[src/rtl/fmul_pkg.sv]
// Shared state encoding, operand-class type and sizing helpers for the
// iterative FP multiplier front stage.
package fmul_pkg;

   typedef enum logic [1:0] {
      IDLE = 2'd0,
      MUL  = 2'd1,
      DONE = 2'd2
   } fmul_state_e;

   typedef struct packed {
      logic is_zero;
      logic is_den;
      logic is_inf;
      logic is_nan;
   } fmul_class_t;

   function automatic int mant_w(input int frac_w);
      return frac_w + 1;
   endfunction

   function automatic int ncyc(input int mw, input int bpc);
      return (mw + bpc - 1) / bpc;
   endfunction

   function automatic int bias(input int exp_w);
      return (1 << (exp_w - 1)) - 1;
   endfunction

endpackage

[src/rtl/fmul_classify.sv]
// Combinational operand classifier: zero/denormal/inf/NaN plus the mantissa
// with hidden bit. FMUL_DENORM_EN keeps denormals; otherwise exp==0 flushes to zero.
module fmul_classify
   import fmul_pkg::*;
#(
   parameter int EXP_W  = 8,
   parameter int FRAC_W = 23
) (
   input  logic [EXP_W+FRAC_W:0] op_i,
   output fmul_class_t           cls_o,
   output logic [FRAC_W:0]       mant_o
);

   logic [EXP_W-1:0]  e;
   logic [FRAC_W-1:0] f;
   logic              e_zero, e_ones, f_zero;

   assign e      = op_i[EXP_W+FRAC_W-1:FRAC_W];
   assign f      = op_i[FRAC_W-1:0];
   assign e_zero = (e == '0);
   assign e_ones = &e;
   assign f_zero = (f == '0);

   always_comb begin
      cls_o        = '0;
      mant_o       = {~e_zero, f};
      cls_o.is_inf = e_ones & f_zero;
      cls_o.is_nan = e_ones & ~f_zero;
`ifdef FMUL_DENORM_EN
      cls_o.is_zero = e_zero & f_zero;
      cls_o.is_den  = e_zero & ~f_zero;
`else
      cls_o.is_zero = e_zero;
`endif
   end

endmodule

[src/rtl/fmul_iter_mul.sv]
// Iterative FP multiply front stage: classify, sign/exponent/special fraction,
// and a BPC-bits-per-cycle shift-add mantissa product. Honors FMUL_DENORM_EN.
module fmul_iter_mul
   import fmul_pkg::*;
#(
   parameter int EXP_W  = 8,
   parameter int FRAC_W = 23,
   parameter int BPC    = 4
) (
   input  logic                    clk,
   input  logic                    clrn,
   input  logic                    in_valid,
   output logic                    in_ready,
   input  logic [EXP_W+FRAC_W:0]   a,
   input  logic [EXP_W+FRAC_W:0]   b,
   output logic                    out_valid,
   input  logic                    out_ready,
   output logic                    sign,
   output logic [EXP_W+1:0]        exp,
   output logic                    inf_nan,
   output logic [FRAC_W-1:0]       inf_nan_frac,
   output logic [2*FRAC_W+1:0]     prod,
   output logic                    busy
);

   localparam int MANT_W = mant_w(FRAC_W);
   localparam int PW     = 2 * MANT_W;
   localparam int NCYC   = ncyc(MANT_W, BPC);
   localparam int CNT_W  = $clog2(NCYC + 1);
   localparam int SB     = EXP_W + FRAC_W;
   localparam logic [EXP_W+1:0]  BIAS = (EXP_W + 2)'(bias(EXP_W));
   localparam logic [FRAC_W-1:0] QNAN = {1'b1, {(FRAC_W - 1){1'b0}}};

   fmul_class_t       ca, cb;
   logic [MANT_W-1:0] ma, mb;

   fmul_classify #(.EXP_W(EXP_W), .FRAC_W(FRAC_W)) u_cls_a (.op_i(a), .cls_o(ca), .mant_o(ma));
   fmul_classify #(.EXP_W(EXP_W), .FRAC_W(FRAC_W)) u_cls_b (.op_i(b), .cls_o(cb), .mant_o(mb));

   fmul_state_e       state_q, state_d;
   logic [CNT_W-1:0]  cnt_q, cnt_d;
   logic [PW-1:0]     mcand_q, mcand_d;
   logic [MANT_W-1:0] mplier_q, mplier_d;
   logic [PW-1:0]     prod_q, prod_d;
   logic              sign_q, sign_d;
   logic [EXP_W+1:0]  exp_q, exp_d;
   logic              inf_nan_q, inf_nan_d;
   logic [FRAC_W-1:0] frac_q, frac_d;

   logic              any_nan, any_inf, any_zero, special;
   logic              ea_z, eb_z;
   logic [FRAC_W-1:0] sp_frac;
   logic [EXP_W+1:0]  exp_calc;
   logic [PW-1:0]     pp;

   // exp field is zero exactly when the operand is a zero or a denormal
   assign ea_z     = ca.is_zero | ca.is_den;
   assign eb_z     = cb.is_zero | cb.is_den;
   assign any_nan  = ca.is_nan | cb.is_nan;
   assign any_inf  = ca.is_inf | cb.is_inf;
   assign any_zero = ca.is_zero | cb.is_zero;
   assign special  = any_nan | any_inf | any_zero;
   assign exp_calc = {2'b00, a[SB-1:FRAC_W]} + {2'b00, b[SB-1:FRAC_W]} - BIAS
                   + {{(EXP_W + 1){1'b0}}, ea_z} + {{(EXP_W + 1){1'b0}}, eb_z};
   assign pp       = mcand_q * PW'(mplier_q[BPC-1:0]);

   always_comb begin
      if (ca.is_nan)              sp_frac = a[FRAC_W-1:0] | QNAN;
      else if (cb.is_nan)         sp_frac = b[FRAC_W-1:0] | QNAN;
      else if (any_inf && any_zero) sp_frac = QNAN;
      else                        sp_frac = '0;
   end

   always_comb begin
      state_d   = state_q;
      cnt_d     = cnt_q;
      mcand_d   = mcand_q;
      mplier_d  = mplier_q;
      prod_d    = prod_q;
      sign_d    = sign_q;
      exp_d     = exp_q;
      inf_nan_d = inf_nan_q;
      frac_d    = frac_q;
      unique case (state_q)
         IDLE: if (in_valid) begin
            sign_d    = a[SB] ^ b[SB];
            inf_nan_d = any_nan | any_inf;
            exp_d     = (any_zero && !(any_nan || any_inf)) ? '0 : exp_calc;
            frac_d    = sp_frac;
            prod_d    = '0;
            cnt_d     = '0;
            mcand_d   = PW'(ma);
            mplier_d  = mb;
            state_d   = special ? DONE : MUL;
         end
         MUL: begin
            // mcand is pre-shifted so each partial product lands at BPC*cnt
            prod_d   = prod_q + pp;
            mcand_d  = mcand_q << BPC;
            mplier_d = mplier_q >> BPC;
            cnt_d    = cnt_q + CNT_W'(1);
            if (cnt_q == CNT_W'(NCYC - 1)) state_d = DONE;
         end
         DONE: if (out_ready) state_d = IDLE;
         default: state_d = IDLE;
      endcase
   end

   always_ff @(posedge clk or negedge clrn) begin
      if (!clrn) begin
         state_q   <= IDLE;
         cnt_q     <= '0;
         mcand_q   <= '0;
         mplier_q  <= '0;
         prod_q    <= '0;
         sign_q    <= 1'b0;
         exp_q     <= '0;
         inf_nan_q <= 1'b0;
         frac_q    <= '0;
      end else begin
         state_q   <= state_d;
         cnt_q     <= cnt_d;
         mcand_q   <= mcand_d;
         mplier_q  <= mplier_d;
         prod_q    <= prod_d;
         sign_q    <= sign_d;
         exp_q     <= exp_d;
         inf_nan_q <= inf_nan_d;
         frac_q    <= frac_d;
      end
   end

   assign in_ready     = (state_q == IDLE);
   assign out_valid    = (state_q == DONE);
   assign busy         = (state_q != IDLE);
   assign sign         = sign_q;
   assign exp          = exp_q;
   assign inf_nan      = inf_nan_q;
   assign inf_nan_frac = frac_q;
   assign prod         = prod_q;

endmodule

[config.mk]
export PLATFORM = sky130hd
export DESIGN_NAME = fmul_iter_mul
export DESIGN_NICKNAME = d
export VERILOG_FILES = /design/src/rtl/fmul_pkg.sv /design/src/rtl/fmul_classify.sv /design/src/rtl/fmul_iter_mul.sv
export SDC_FILE = /design/constraint.sdc
export NUM_CORES = 1
export LEC_CHECK = 0
export ABC_AREA = 1
export CELL_PAD_IN_SITES_DETAIL_PLACEMENT = 0
export CELL_PAD_IN_SITES_GLOBAL_PLACEMENT = 1
export CORE_ASPECT_RATIO = 1.2
export CORE_UTILIZATION = 43
export DETAILED_ROUTE_END_ITERATION = 8
export GPL_ROUTABILITY_DRIVEN = 0
export PLACE_DENSITY_LB_ADDON = 0.1
export SLEW_MARGIN = 20
export SYNTH_ARGS = -nofsm -noshare
export SYNTH_HDL_FRONTEND = slang
export SYNTH_SLANG_ARGS = --single-unit
[constraint.sdc]
create_clock -name clk -period 4.7 [get_ports clk]
set_input_delay 0.94 -clock clk [delete_from_list [all_inputs] [get_ports clk]]
set_output_delay 0.94 -clock clk [all_outputs]
set_load 0.01 [all_outputs]
==> flow_metrics.env <==
export IMPL_wl_per_cell_um=16.5
export IMPL_dp_hpwl_mm=41.2
export IMPL_yosysWarnings=0
export IMPL_postSynthAreaPerCell_um2=6.63
export IMPL_drt_total_wl_mm=51.4
export IMPL_worst_r2r_endpoint="prod[40]"
export IMPL_grt_pass1_wl_mm=82.9
export IMPL_slew_headroom=0.408
export IMPL_die_h_um=217
export IMPL_rsz0062_at_grt="no"
export IMPL_netlist_area_um2=16600
export IMPL_cpPeakStageDelay_ns=0.49
export IMPL_tightestPinTransition_ns=0.885
export IMPL_synthCells=2505
export IMPL_syn_num_nets=2777
export IMPL_crit_required_ns=5.05
export IMPL_area_delta_synth_final_pct=15.8
export IMPL_finalCritPeriodShare=0.948
export IMPL_r2r_cells=18
export IMPL_finalHoldViolCount=0
export IMPL_post_cts_buffers=0
export IMPL_cts_sinks=160
export IMPL_cp_top_family="adder cells"
export IMPL_die_w_um=181
export IMPL_ys_seq_elements=160
export IMPL_final_cell_mix="nand2_1 (792), inv_1 (734), dfrtp_1 (160), clkdlybuf4s50_1 (152), fa_1 (136)"
export IMPL_criticalPathCategory="flop to flop"
export IMPL_post_cts_resized=0
export IMPL_overflow=0
export IMPL_run_status="finished, final reports clean"
export IMPL_dieArea_um2=39400
export IMPL_rr_startpoint="mplier_q[1]"
export IMPL_synth_top_area_cell="dfrtp_1"
export IMPL_critPathCaptureType="flop"
export IMPL_skew_ns=0.0118
export IMPL_crit_buf_inv=5
export IMPL_first_pass_iters=5
export IMPL_fmax_ghz=0.225
export IMPL_final_common_cell="nand2_1"
export IMPL_clock_path_buffers=2
export IMPL_antenna_found_initial=0
export IMPL_port_buffers=153
export IMPL_vias=15328
export IMPL_finalSetupTns_ns=0
export IMPL_synthArstFlopShare=1.00
export IMPL_numCtsBuffers=17
export IMPL_synth_top_area_frac=0.241
export IMPL_pin_count=154
export IMPL_drt_initial_drc_count=926
export IMPL_ctsHoldBuffers=0
export IMPL_rows=78
export IMPL_grt_start_max_net_pins=98
export IMPL_clk_pin_slew_ns=0.08
export IMPL_track_usage=0.272
export IMPL_fp_coreArea_um2=38000
export IMPL_finalCriticalPeriod_ns=4.45
export IMPL_cts_tree="done"
export IMPL_multi_input_area_um2=9520
export IMPL_drv_slew=0
export IMPL_max_cap_viol_count=0
export IMPL_clk_latency_ns=0.47
export IMPL_initial_core_util=0.438
export IMPL_synth_cell_types=46
export IMPL_crit_chain="buf_12, nand2_1, inv_1, fa_1, fa_1, inv_1, fa_1, inv_1, ha_1, nand2_1, nor2_1, inv_1, nor3_1, nand3b_1, nand3_1, nand2_1, nand3_1, nand2_1"
export IMPL_finalNetCount=2901
export IMPL_cp_start_kind="flop"
export IMPL_antenna_left=0
export IMPL_htreeDepth=4
export IMPL_ff2ff_setup_slack_ns=0.25
export IMPL_root_buffer="clkbuf_16"
export IMPL_synth_ff_type="dfrtp_1"
export IMPL_n_antenna_cell=0
export IMPL_synth_edf_count=0
export IMPL_arrival_ns=4.81
export IMPL_ys_seq_area_frac=0.241
export IMPL_setup_viol=0
export IMPL_drive_above_1_share=0.0295
export IMPL_remaining_drc_errors=0
export IMPL_vias_per_cell=4.91
export IMPL_fillers=3931
export IMPL_seqCellArea_um2=4000
export IMPL_hold_class="primary input to async pin"
export IMPL_cpMaxStageDelayCell="fa_1"
export IMPL_grt_pass1_vias=15593
export IMPL_critPathMaxFanout=47
export IMPL_synth_area_top_cells="dfrtp_1 (24%), nand2_1 (18%), inv_1 (17%)"
-- cells by family after synthesis --
logic type               synth area share
AND/OR/NAND/NOR                     0.264
buffers and inverters               0.186
AO/OA/AOI/OAI                      0.0883
adder cells (fa/ha/maj)             0.215
flip-flops                          0.241
XOR/XNOR                          0.00580
-- worst max-delay path by stage --
stage                     slack (ns)         from        to  cells after the start
after floorplan                 0.91  mplier_q[2]  prod[36]                     19
after global placement          0.38  mplier_q[1]  prod[40]                     18
after detailed placement        0.33  mplier_q[2]  prod[40]                     18
after CTS                       0.34  mplier_q[2]  prod[40]                     18
after global routing            0.06  mplier_q[1]  prod[40]                     18
final                           0.25  mplier_q[1]  prod[40]                     18
-- cell usage after synthesis (7+ instances only) --
cell,n
nand2_1,792
ha_1,68
nor2_1,106
nand4_1,31
buf_2,16
buf_1,12
a21oi_1,48
o211ai_1,39
o22ai_1,41
fa_1,136
o21ai_1,15
xnor2_1,8
clkbuf_1,27
nor3_1,18
nand3_1,100
dfrtp_1,160
inv_2,7
inv_1,734
o21ai_0,96
-- worst reg2reg max path: cells and delay by family, from the launching register on --
family,cells,cell delay (ns)
buffers and inverters,5,0.44
AND/OR/NAND/NOR,9,1.57
adder cells (fa/ha/maj),4,1.91
flip-flops,1,0.41
-- final cells by class --
cell class	count	share of cell area
Clock inverter	15	0.00878
Inverter	742	0.145
Multi-Input combinational cell	1539	0.495
Clock buffer	17	0.0221
Tap cell	480	0.0312
Timing Repair Buffer	169	0.0898
Sequential cell	160	0.208
-- registers in the layout, indices dropped and copies added (netlist names) --
signal and cells:
inf_nan_frac 23, sign 1, mcand_q 48, inf_nan 1, mplier_q 24, prod 48, exp 10, state_q 2
cnt_q 3
-- stage by stage --
step / instances / worst slack (ns) / instance area [µm²] / utilization / hold slack (ns)
floorplan: 2505 / 0.906 / 16600 / - / 0.475
global placement: 3090 / 0.378 / 18600 / 0.491 / 0.467
detailed placement: 3090 / 0.334 / 18600 / 0.491 / 0.466
CTS: 3122 / 0.335 / 19200 / 0.507 / 0.490
global route: 3122 / 0.0580 / 19200 / 0.507 / 0.509
finish: 3122 / 0.246 / 19200 / 0.507 / 0.485
-- per-layer routing --
layer  routed length (µm)  vias up  global-route usage
li1                     -     7637                   -
met1                22600     7192               0.354
met2                25000      440               0.470
met3                 2530       59              0.0303
met4                 1260        0              0.0915
met5                    0        -                   0
Power is left out: the tool's default activity adds up to more than one toggle a clock period on the data nets, which glitch-free logic cannot reach.
